## src/rtl/mem_access_unit_pkg.sv

```systemverilog
`default_nettype none
// +----------------------------------------------------------------------------+
// | mem_access_unit_pkg                                                        |
// | Load/store opcodes, bus size encodings and FSM states for the MEM stage.   |
// | Revision: 1.0                                                              |
// +----------------------------------------------------------------------------+
package mem_access_unit_pkg;

  localparam logic [7:0] c_OP_LB  = 8'h20;
  localparam logic [7:0] c_OP_LBU = 8'h21;
  localparam logic [7:0] c_OP_LH  = 8'h22;
  localparam logic [7:0] c_OP_LHU = 8'h23;
  localparam logic [7:0] c_OP_LW  = 8'h24;
  localparam logic [7:0] c_OP_SB  = 8'h28;
  localparam logic [7:0] c_OP_SH  = 8'h29;
  localparam logic [7:0] c_OP_SW  = 8'h2A;

  localparam logic [1:0] c_SIZE_BYTE = 2'd0;
  localparam logic [1:0] c_SIZE_HALF = 2'd1;
  localparam logic [1:0] c_SIZE_WORD = 2'd2;

  typedef enum logic [1:0] {
    ST_IDLE = 2'd0,
    ST_ADDR = 2'd1,
    ST_DATA = 2'd2,
    ST_DONE = 2'd3
  } state_t;

endpackage
`default_nettype wire

```

## src/rtl/mem_access_unit_align.sv

```systemverilog
`default_nettype none
// +----------------------------------------------------------------------------+
// | mem_access_unit_align                                                      |
// | Store lane replication/strobes, load lane select + extension, align check. |
// | Revision: 1.0                                                              |
// +----------------------------------------------------------------------------+
module mem_access_unit_align
  import mem_access_unit_pkg::*;
(
  input  logic [7:0]  i_op,
  input  logic [1:0]  i_addr_lo,
  input  logic [31:0] i_wdata,
  input  logic [31:0] i_rdata,
  output logic [1:0]  o_size,
  output logic [31:0] o_wdata,
  output logic [3:0]  o_wstrb,
  output logic [31:0] o_rdata_ext,
  output logic        o_misalign,
  output logic        o_is_load,
  output logic        o_is_store
);

  logic [7:0]  w_byte;
  logic [15:0] w_half;

  assign w_byte = i_rdata[{i_addr_lo, 3'b000} +: 8];
  assign w_half = i_addr_lo[1] ? i_rdata[31:16] : i_rdata[15:0];

  always_comb begin
    o_size      = c_SIZE_WORD;
    o_wdata     = i_wdata;
    o_wstrb     = 4'b0000;
    o_rdata_ext = i_rdata;
    o_misalign  = 1'b0;
    o_is_load   = 1'b0;
    o_is_store  = 1'b0;
    case (i_op)
      c_OP_LB: begin
        o_is_load   = 1'b1;
        o_size      = c_SIZE_BYTE;
        o_rdata_ext = {{24{w_byte[7]}}, w_byte};
      end
      c_OP_LBU: begin
        o_is_load   = 1'b1;
        o_size      = c_SIZE_BYTE;
        o_rdata_ext = {24'h0, w_byte};
      end
      c_OP_LH: begin
        o_is_load   = 1'b1;
        o_size      = c_SIZE_HALF;
        o_misalign  = i_addr_lo[0];
        o_rdata_ext = {{16{w_half[15]}}, w_half};
      end
      c_OP_LHU: begin
        o_is_load   = 1'b1;
        o_size      = c_SIZE_HALF;
        o_misalign  = i_addr_lo[0];
        o_rdata_ext = {16'h0, w_half};
      end
      c_OP_LW: begin
        o_is_load   = 1'b1;
        o_misalign  = |i_addr_lo;
      end
      c_OP_SB: begin
        o_is_store  = 1'b1;
        o_size      = c_SIZE_BYTE;
        o_wdata     = {4{i_wdata[7:0]}};
        o_wstrb     = 4'b0001 << i_addr_lo;
      end
      c_OP_SH: begin
        o_is_store  = 1'b1;
        o_size      = c_SIZE_HALF;
        o_misalign  = i_addr_lo[0];
        o_wdata     = {2{i_wdata[15:0]}};
        o_wstrb     = i_addr_lo[1] ? 4'b1100 : 4'b0011;
      end
      c_OP_SW: begin
        o_is_store  = 1'b1;
        o_misalign  = |i_addr_lo;
        o_wstrb     = 4'b1111;
      end
      default: ;
    endcase
  end

endmodule
`default_nettype wire

```

## src/rtl/mem_access_unit.sv

```systemverilog
`default_nettype none
// +----------------------------------------------------------------------------+
// | mem_access_unit                                                            |
// | MEM-stage load/store engine: one SRAM-style bus transaction per instr.     |
// | Revision: 1.0                                                              |
// +----------------------------------------------------------------------------+
module mem_access_unit
  import mem_access_unit_pkg::*;
#(
  parameter int AW = 32,
  parameter int DW = 32
) (
  input  logic          clk,
  input  logic          reset,
  input  logic          flushM,
  input  logic          memenM,
  input  logic          MemWriteM,
  input  logic [7:0]    ALUControlM,
  input  logic [31:0]   aluoutM,
  input  logic [31:0]   writedataM,
  output logic          stallM,
  output logic [31:0]   readdataM,
  output logic          adelM,
  output logic          adesM,
  output logic [31:0]   badaddrM,
  output logic          data_req,
  output logic          data_wr,
  output logic [1:0]    data_size,
  output logic [AW-1:0] data_addr,
  output logic [DW-1:0] data_wdata,
  output logic [3:0]    data_wstrb,
  input  logic          data_addr_ok,
  input  logic          data_data_ok,
  input  logic [DW-1:0] data_rdata
);

  state_t        r_state;
  state_t        w_next;
  logic          r_killed;
  logic [31:0]   r_rdata;
  logic          r_req;
  logic          r_wr;
  logic [1:0]    r_size;
  logic [AW-1:0] r_addr;
  logic [DW-1:0] r_wdata;
  logic [3:0]    r_wstrb;

  logic [1:0]    w_size;
  logic [31:0]   w_wdata;
  logic [3:0]    w_wstrb;
  logic [31:0]   w_rdata_ext;
  logic          w_misalign;
  logic          w_is_load;
  logic          w_is_store;
  logic          w_active;
  logic          w_go;

  mem_access_unit_align u_align (
    .i_op        (ALUControlM),
    .i_addr_lo   (aluoutM[1:0]),
    .i_wdata     (writedataM),
    .i_rdata     (r_rdata),
    .o_size      (w_size),
    .o_wdata     (w_wdata),
    .o_wstrb     (w_wstrb),
    .o_rdata_ext (w_rdata_ext),
    .o_misalign  (w_misalign),
    .o_is_load   (w_is_load),
    .o_is_store  (w_is_store)
  );

  assign w_active  = memenM & ~flushM;
  assign adelM     = w_active & w_is_load & w_misalign;
  assign adesM     = w_active & w_is_store & w_misalign;
  assign badaddrM  = aluoutM;
  assign w_go      = w_active & ~adelM & ~adesM;
  assign readdataM = w_rdata_ext;

  always_comb begin
    w_next = r_state;
    stallM = 1'b0;
    case (r_state)
      ST_IDLE: begin
        stallM = w_go;
        if (w_go) w_next = ST_ADDR;
      end
      ST_ADDR: begin
        stallM = 1'b1;
        if (data_addr_ok) w_next = ST_DATA;
      end
      ST_DATA: begin
        stallM = 1'b1;
        // A flush arriving together with data_ok kills the result just like an earlier one.
        if (data_data_ok) w_next = (r_killed | flushM) ? ST_IDLE : ST_DONE;
      end
      ST_DONE: w_next = ST_IDLE;
      default: w_next = ST_IDLE;
    endcase
  end

  always_ff @(posedge clk) begin
    if (reset) begin
      r_state  <= ST_IDLE;
      r_killed <= 1'b0;
      r_rdata  <= '0;
      r_req    <= 1'b0;
      r_wr     <= 1'b0;
      r_size   <= '0;
      r_addr   <= '0;
      r_wdata  <= '0;
      r_wstrb  <= '0;
    end else begin
      r_state <= w_next;
      if (r_state == ST_IDLE && w_go) begin
        r_req   <= 1'b1;
        r_wr    <= MemWriteM;
        r_size  <= w_size;
        r_addr  <= aluoutM[AW-1:0];
        r_wdata <= w_wdata[DW-1:0];
        r_wstrb <= w_wstrb;
      end else if (r_state == ST_ADDR && data_addr_ok) begin
        r_req <= 1'b0;
      end
      if (r_state == ST_DATA && data_data_ok) begin
        r_rdata  <= data_rdata[31:0];
        r_killed <= 1'b0;
      end else if ((r_state == ST_ADDR || r_state == ST_DATA) && flushM) begin
        r_killed <= 1'b1;
      end
    end
  end

  assign data_req   = r_req;
  assign data_wr    = r_wr;
  assign data_size  = r_size;
  assign data_addr  = r_addr;
  assign data_wdata = r_wdata;
  assign data_wstrb = r_wstrb;

endmodule
`default_nettype wire

```

## config.mk

```make
export PLATFORM = sky130hd
export DESIGN_NAME = mem_access_unit
export DESIGN_NICKNAME = d
export VERILOG_FILES = /design/src/rtl/mem_access_unit_pkg.sv /design/src/rtl/mem_access_unit_align.sv /design/src/rtl/mem_access_unit.sv
export SDC_FILE = /design/constraint.sdc
export NUM_CORES = 1
export LEC_CHECK = 0
export ABC_CLOCK_PERIOD_IN_PS = 2500
export BUFFER_PORTS_ARGS = -buffer_cell sky130_fd_sc_hd__buf_2
export CORE_ASPECT_RATIO = 1.1
export CORE_MARGIN = 2
export CORE_UTILIZATION = 44
export CTS_CLUSTER_DIAMETER = 80
export DETAILED_ROUTE_END_ITERATION = 8
export GPL_TIMING_DRIVEN = 0
export PLACE_DENSITY_LB_ADDON = 0.08
export SLEW_MARGIN = 20
export SYNTH_ARGS = -nofsm -noshare
export SYNTH_HDL_FRONTEND = slang
export SYNTH_HIERARCHICAL = 1
export SYNTH_SLANG_ARGS = --single-unit
```

## constraint.sdc

```tcl
create_clock -name clk -period 2.5 [get_ports clk]
set_clock_uncertainty 0.15 [all_clocks]
set_input_delay 0.25 -clock clk [delete_from_list [all_inputs] [get_ports clk]]
set_output_delay 0.25 -clock clk [all_outputs]
set_load 0.005 [all_outputs]
```

# After elaboration in Yosys (flattened, before gate mapping)
# Cells that the tools add are included.
# classes
n_mux,17
bitwise,11
n_shift,2
eq_ne,14
reduce_logical,16
# ops
op,n
case mux 32 bit (4 select lines),1
== test 8 x 6 -> 1 bit (second input constant),8
case mux 32 bit (2 select lines),1
indexed part select 32 x 6 -> 8 bit,1
two-way mux 16 bit,1
case mux 4 bit (3 select lines),1
OR reduction 3 bit,3
two-way mux 2 bit,4
case mux 2 bit (4 select lines),1
OR reduction 2 bit,4
AND 1 bit,7
inequality test 2 bit (second input constant),3
OR reduction 5 bit,1
== test 2 bit (second input constant),2
logical AND 1 bit,4
two-way mux 1 bit,4
two-way mux 4 bit,1
case mux 1 bit (2 select lines),2
case mux 2 bit (2 select lines),1
<< shifter 1 x 2 -> 4 bit (first input constant),1
NOT 1 bit,3
AND reduction 3 bit,1
== test 2 x 1 -> 1 bit (second input constant),1
zero test 2 bit,1
3 further kinds,3
# word_totals
out_inout_bits,139
regBits,107
inputBits,111
elab_cells,69

# Logic depth before layout (Yosys ltp)
# Gate-level depths: netlist of run 1.
# logic_depth
word_depth,10
ltp_mapped,11
ltp_nobuf,8

# Cells and area by module
# Netlist of run 1, hierarchy kept.
# by_module_without_submodules
module,area_each_um2,cells_per_inst,instances,seq_area_each_um2
mem_access_unit,4590.7,516,1,2142.1
mem_access_unit_align,1188.6,177,1,0.0

# Worst setup path before layout of run 1
# No wires, ideal clock.
# synth_timing
path_kind,input port to output port
startpoint,input ALUControlM[4]
endpoint,output readdataM[14]
n_path_buf,2
required_ps,2100
cell_stages,6
setup_slack_ps,19
arrival_time_ps,2081
path_cell_list,or4b_1 > buf_2 > or3_4 > or4b_1 > buf_2 > a31oi_1
# synth_between
elab_chain_cells,2
elab_cells_between_ends,5
classes_between,4 x eq/ne; 1 x mux
# synth_rtl
item,line,source
start: declaration,mem_access_unit.sv:18,"input logic [7:0] ALUControlM,"
== test 8 x 6 -> 1 bit,mem_access_unit_align.sv:37,case (i_op)
case mux 32 bit (4 select lines) *,mem_access_unit_align.sv:37,
end: declaration,mem_access_unit.sv:22,"output logic [31:0] readdataM,"
# Every way passes the cells marked *; elsewhere a longest branch is shown, timed or not.

# Worst setup path in the final report of run 1
# layout_timing
startpoint,input ALUControlM[4]
endpoint,output readdataM[10]
# The elaborated chain is that of the path after synthesis.

==> flow_summary_export.csv, run 1 <==
group,metric,value,unit
sta,max_freq,0.376,GHz
synthesis,synth.area.top_cells,"dfxtp_1 37%, a21oi_2 10%, nand2_1 10%",
synthesis,synth-adder-area-share,1.08,%
synthesis,synthMuxAreaShare,6.45,%
routing,via_per_inst,4.87,
global_routing,grt_pass1_vias,5534,
synthesis,synth_ff_type,"dfxtp_1",
synthesis,mappedNetlistArea,5780,sq um
synthesis,yosysUniqueCellTypes,47,
critical_path,crit_arrival,2.26,ns
routing,drc,0,
global_routing,grtUsageTotal,24.7,%
synthesis,synthArstFlopShare,0,%
cells_and_area,layout.area.seq,2140,sq um
global_routing,antenna_found_initial,0,
die,core_area,12700,sq um
sta,hold_viol_final,0,
sta,max_slew_margin,45.7,%
critical_path,end_kind,"primary output",
routing,drt-wirelength-per-cell,15.1,um
routing,postRouteAntennaNets,0,
placement,dp_hpwl,12.5,mm
synthesis,synthXorXnorAreaFrac,0,%
synthesis,yosys.area_share.simple,22.3,%
sta,rsz0062_at_grt,"yes",
critical_path,path_class,"primary input to primary output",
outcome,outcome,"finished, violations left",
cells_and_area,final_common_cell,"buf_2",
cells_and_area,multi_input_area,3180,sq um
cells_and_area,drive_above_1_share,52.3,%
cells_and_area,final_cell_mix,"252 x buf_2, 156 x nand2_1, 107 x dfxtp_1, 70 x nand2_2, 69 x a21oi_2",
synthesis,synth_seq_cells,107,
critical_path,cp_max_fo,8,
die,die_w,113,um
global_routing,overflow,0,
synthesis,ys_seq_area_share,37.1,%
clock_tree,cts_sinks,107,
die,die_h,124,um
flow_run,drv_cap,0,
routing,dr.pass1.iters,4,
sta,slew_violations,0,
global_routing,grt_max_degree,19,
synthesis,synth_cells,693,
die,ioPinCount,250,
routing,wirelength,17.9,mm
placement,gp_congestion,0.842,
synthesis,synth_top_area_share,37.1,%
cells_and_area,fin_util,67.1,%
synthesis,postSynthAreaPerCell,8.34,sq um
clock_tree,clk_latency,0.35,ns
critical_path,cp-start-kind,"primary input",
cells_and_area,num-nets-final,1139,
clock_tree,cts_buffers,9,
critical_path,crit_buf_inv,2,
worst_hold_path,min_path_type,"primary input to register",
critical_path,max_stage_delay,0.61,ns
power_and_ir_drop,p_leak,3.89,nW
die,rows,43,
sta,setup_slack,-0.163,ns
critical_path,rrSetupSlack,0.64,ns
synthesis,syn_nets,809,
clock_tree,cts_tree,"yes",
critical_path,cpMostUsedCell,"or4b_4",
sta,setup_violations,33,
clock_tree,path_clk_slew,0.07,ns
synthesis,yosysWarnings,6,
die,dieArea,14100,sq um
routing,drtIter0Drc,322,
synthesis,synth_edf_count,0,
sta,fin_crit,2.66,ns
critical_path,cp_slowest_cell,"or4b_4",
power_and_ir_drop,power_density,573,nW/um^2
critical_path,crit_chain,"buf_6 -> or4b_4 -> or3_4 -> or4b_4 -> a31oi_4 -> buf_2",
critical_path,critPathTopFamily,"simple AND/OR/NAND/NOR gates",
sta,post-route-period-util,107,%
global_routing,grt_pass1_wl,27.9,mm
clock_tree,clockBufferDepth,2,
cells_and_area,fillCellCount,1128,
power_and_ir_drop,irDropWorstVdd,320,uV
critical_path,cp.required,2.10,ns
synthesis,synth_compound_area_share,21.8,%
clock_tree,cts_root_buf,"clkbuf_16",
synthesis,yosys.area.top_type,"dfxtp_1",
cells_and_area,syn2layout_area_growth,47.5,%
sta,worst_slew_pin_slew,0.814,ns
routing,vias,5773,
synthesis,synth_top_family_by_area,"simple AND/OR/NAND/NOR gates",
placement,io_buffers,246,
outcome,violations,"negative setup slack",
die,start_util,45.5,%
power_and_ir_drop,power.total,4.89,mW
clock_tree,h-tree-depth,3,
cells_and_area,insertedDiodeCount,0,
per-stage QoR:
| stage | cell area [sq um] | worst slack (ns) | hold WS [ns] | instances | TNS, ns |
|---|---|---|---|---|---|
| 2_1_floorplan | 5780 | 0.0187 | 0.227 | 693 | 0 |
| 3_3_place_gp | 7210 | -0.646 | 0.288 | 1096 | -53.37 |
| 3_5_place_dp | 7210 | -0.618 | 0.293 | 1096 | -49.62 |
| 4_1_cts | 8430 | -0.216 | 0.00472 | 1179 | -2.71 |
| 5_1_grt | 8530 | -0.202 | 0.0144 | 1185 | -3.23 |
| 6_report | 8530 | -0.163 | 0.0140 | 1185 | -1.85 |
worst min-delay path: stages:
cell	delay, ns
buf_2	0.10
nand2_1	0.06
a21oi_1	0.06
synthesized netlist by cell type (3+ instances only):
library cell	n
nand2_1	157
dfxtp_1	107
a21oi_2	69
nand2_2	69
a21oi_1	48
buf_4	40
clkbuf_1	30
mux2_2	25
nor2_1	18
o21ai_0	17
a21o_1	16
buf_2	10
mux2i_1	8
o22ai_1	8
a2bb2oi_1	7
buf_12	7
inv_1	7
ha_1	5
buf_1	4
nand2b_1	3
nor3_1	3
or4b_1	3
timing repair:
item                       in CTS  in global routing
gates resized for setup        51                 20
hold endpoints to repair       57                  0
setup endpoints to repair     105                 44
hold buffers                   57                  0
setup buffers                   8                  9
pin swaps                      21                  7
gates cloned                    3                  0
flip-flops by register name, summed over array words and instances (netlist names):
register	cells
data_wstrb	4
data_wdata	32
r_killed	1
r_rdata	32
data_req	1
data_addr	32
data_wr	1
r_state	2
data_size	2
final timing paths:
check | startpoint | endpoint | cells after the start
worst max register to register | r_state[1]$_SDFFE_PP0P_ | data_wdata[23]$_SDFFE_PP0P_ | 6
worst min register to register | data_req$_SDFFE_PP0P_ | data_req$_SDFFE_PP0P_ | 2
worst max-delay path | ALUControlM[4] | readdataM[10] | 6
worst min-delay path | data_rdata[10] | r_rdata[10]$_SDFFE_PP0P_ | 3
metal layers:
| metal | share of wire (%) | wire length, um | GRT usage [%] | vias to the layer above |
|---|---|---|---|---|
| li1 | - | - | - | 2932 |
| met1 | 42 | 7520 | 30.3 | 2644 |
| met2 | 50 | 8910 | 42.4 | 173 |
| met3 | 5.5 | 978 | 4.68 | 24 |
| met4 | 2.5 | 438 | 9.54 | 0 |
| met5 | 0 | 0 | 0 | - |
logic make-up (layout without fill, tap and decap cells):
family,after synthesis,in the layout
mux,34,34
simple gates,271,271
compound gates,177,177
fa+ha+maj,5,5
flops,107,107
buf+inv,99,434
where the power goes:
part           leakage, nW  switching (mW)  internal (mW)  total [mW]
combinational         2.88           0.761          0.702        1.46
clock                0.144           0.680          0.785        1.46
sequential           0.869          0.0954           1.87        1.96
area by class of cell:
class,count,area share (%)
sequential,107,25.1
tap,157,2.30
buffer,88,7.97
clock inverter,7,0.881
inverter,7,0.308
timing repair buffer,323,23.5
clock buffer,9,2.64
multi-input combinational,487,37.2
No activity file was read; power rests on OpenSTA's default activity.
==> run 2: changes to the inputs <==
- ABC_AREA: unset -> 1
==> run 2 against run 1 <==
Net effect:
- the flow now finishes without violations
- core utilization down 7.2 points
- final area decreased by 6.7%
- clock power is 12% higher
- critical endpoint is now stallM
- largest cell class unchanged
==> flow_summary_export.csv, run 2 <==
group,metric,value,unit
cells_and_area,layout.area.seq,2140,sq um
critical_path,cp.required,2.10,ns
die,core_area,13300,sq um
critical_path,crit_arrival,1.75,ns
cells_and_area,drive_above_1_share,32.3,%
synthesis,synth_top_area_share,35.6,%
placement,placed_area,7490,sq um
global_routing,grt_max_degree,20,
cells_and_area,num-nets-final,1268,
routing,postRouteAntennaNets,0,
synthesis,synth_seq_cells,107,
cells_and_area,stdcell_count,1341,
clock_tree,cts_tree,"yes",
clock_tree,clockBufferDepth,2,
die,die_h,127,um
placement,io_buffers,249,
synthesis,synth_cells,883,
cells_and_area,fillCellCount,1349,
synthesis,ys_seq_area_share,35.6,%
routing,drtIter0Drc,502,
outcome,outcome,"finished, final reports clean",
synthesis,yosysUniqueCellTypes,25,
routing,wirelength,19.4,mm
cells_and_area,fin_area,7950,sq um
cells_and_area,fin_util,59.9,%
routing,vias,6699,
die,ioPinCount,250,
global_routing,overflow,0,
sta,max_slew_margin,56.7,%
power_and_ir_drop,irDropWorstVdd,491,uV
synthesis,synthTopCellsByCount,"218 x nand2_1, 107 x dfxtp_1, 90 x nor2_1, 78 x a21oi_1, 71 x nand3b_1",
cells_and_area,final_common_cell,"buf_2",
sta,max_freq,0.465,GHz
global_routing,grt_pass1_wl,29.8,mm
power_and_ir_drop,p_leak,3.91,nW
routing,via_per_inst,5.00,
synthesis,mappedNetlistArea,6010,sq um
cells_and_area,insertedDiodeCount,0,
global_routing,grt_pass1_vias,6019,
clock_tree,h-tree-depth,3,
placement,dp_hpwl,14.7,mm
sta,rsz0062_at_grt,"no",
die,dieArea,14600,sq um
power_and_ir_drop,power.total,5.68,mW
clock_tree,path_clk_slew,0.07,ns
critical_path,cp-start-kind,"primary input",
synthesis,synth.area.top_cells,"dfxtp_1 36%, nand2_1 14%, nand3b_1 8.9%",
global_routing,antenna_found_initial,0,
flow_run,drv_cap,0,
synthesis,yosysWarnings,6,
worst_hold_path,min_path_type,"primary input to register",
global_routing,grtUsageTotal,25.6,%
sta,slew_violations,0,
synthesis,syn_nets,999,
clock_tree,cts_buffers,9,
clock_tree,cts_root_buf,"clkbuf_16",
synthesis,synth_ff_type,"dfxtp_1",
clock_tree,clk_latency,0.35,ns
routing,dr.pass1.iters,6,
sta,post-route-period-util,86.1,%
sta,worst_slew_pin_slew,0.650,ns
synthesis,yosys.area.top_type,"dfxtp_1",
sta,fin_crit,2.15,ns
clock_tree,cts_sinks,107,
sta,setup_tns,0,ns
die,die_w,115,um
routing,drt-wirelength-per-cell,14.5,um
critical_path,cp_max_fo,9,
placement,gp_congestion,0.876,
routing,drc,0,
synthesis,yosysMostFrequentCell,"nand2_1",
synthesis,synthArstFlopShare,0,%
die,rows,44,
critical_path,path_class,"primary input to primary output",
sta,setup_violations,0,
power_and_ir_drop,power_density,715,nW/um^2
placement,dp.cells,1316,
cells_and_area,syn2layout_area_growth,32.3,%
die,start_util,45.3,%
synthesis,postSynthAreaPerCell,6.81,sq um
synthesis,synth_edf_count,0,
cells_and_area,multi_input_area,3130,sq um
critical_path,end_kind,"primary output",
sta,hold_viol_final,0,
cells_and_area,final_cell_mix,"268 x buf_2, 218 x nand2_1, 107 x dfxtp_1, 90 x nor2_1, 78 x a21oi_1",
-- run 2: metrics by stage --
| step | setup slack [ns] | hold WS (ns) |
|---|---|---|
| 5_1_grt | 0.187 | 0.0125 |
| 6_report | 0.348 | 0.00394 |
| 4_1_cts | 0.0215 | 0.000556 |
| 3_3_place_gp | -0.342 | 0.299 |
| 2_1_floorplan | 0.587 | 0.260 |
| 3_5_place_dp | -0.358 | 0.302 |
-- run 2: report_power, final --
group | switching [mW] | internal (mW)
clock network | 0.678 | 0.950
logic | 1.13 | 0.778
registers | 0.191 | 1.95
-- run 2: worst paths after layout --
path | from | to | slack [ns] | cells past startpoint
worst min register to register | data_wstrb[3]$_SDFFE_PP0P_ | data_wstrb[3]$_SDFFE_PP0P_ | 0.31 | 2
worst max-delay path | ALUControlM[1] | stallM | 0.35 | 12
worst max register to register | r_state[0]$_SDFFE_PP0P_ | r_rdata[31]$_SDFFE_PP0P_ | 0.61 | 6
worst min-delay path | data_rdata[12] | r_rdata[12]$_SDFFE_PP0P_ | 0.004 | 3
-- run 2: layout make-up --
cell class              count  share of cell area [%]
plain buffers              95                    7.16
clock inverters             5                    1.15
multi-input cells         630                    39.4
repair buffers            261                    17.1
clock buffers              11                    3.18
flip-flops and latches    107                    26.9
well taps                 184                    2.89
inverters                  48                    2.27
-- run 2: cell families (layout without fill, tap and decap cells) --
| logic type | Yosys count | in the layout | synth area share (%) |
|---|---|---|---|
| flops | 107 | 107 | 35.6 |
| buf+inv | 146 | 420 | 12.6 |
| fa+ha+maj | 5 | 5 | 1.04 |
| compound gates | 150 | 150 | 13.2 |
| simple gates | 475 | 475 | 37.6 |
-- run 2: worst max-delay path, cell delays in order --
cell	delay [ns]
buf_2	0.12
inv_1	0.09
nand2_1	0.08
nor2_2	0.05
nand2_2	0.19
o21ai_2	0.13
nand2_1	0.07
nand2_1	0.06
nand2_1	0.19
nand4_4	0.18
a21oi_1	0.19
buf_2	0.13
-- run 2: timing repair --
action	CTS	global route
endpoints found under the hold margin	8	0
pin swaps	0	1
buffers inserted	0	4
resized for setup	4	2
endpoints found under the setup margin	1	1
cloned	0	0
hold buffers	8	0
-- run 2: per-layer routing --
layer / GRT usage, % / up-vias / share of wire [%]
met2: 45.1 / 290 / 49
met4: 7.94 / 0 / 1.8
met1: 32.2 / 3000 / 41
li1: - / 3384 / -
met5: 0 / - / 0
met3: 3.49 / 25 / 7.3
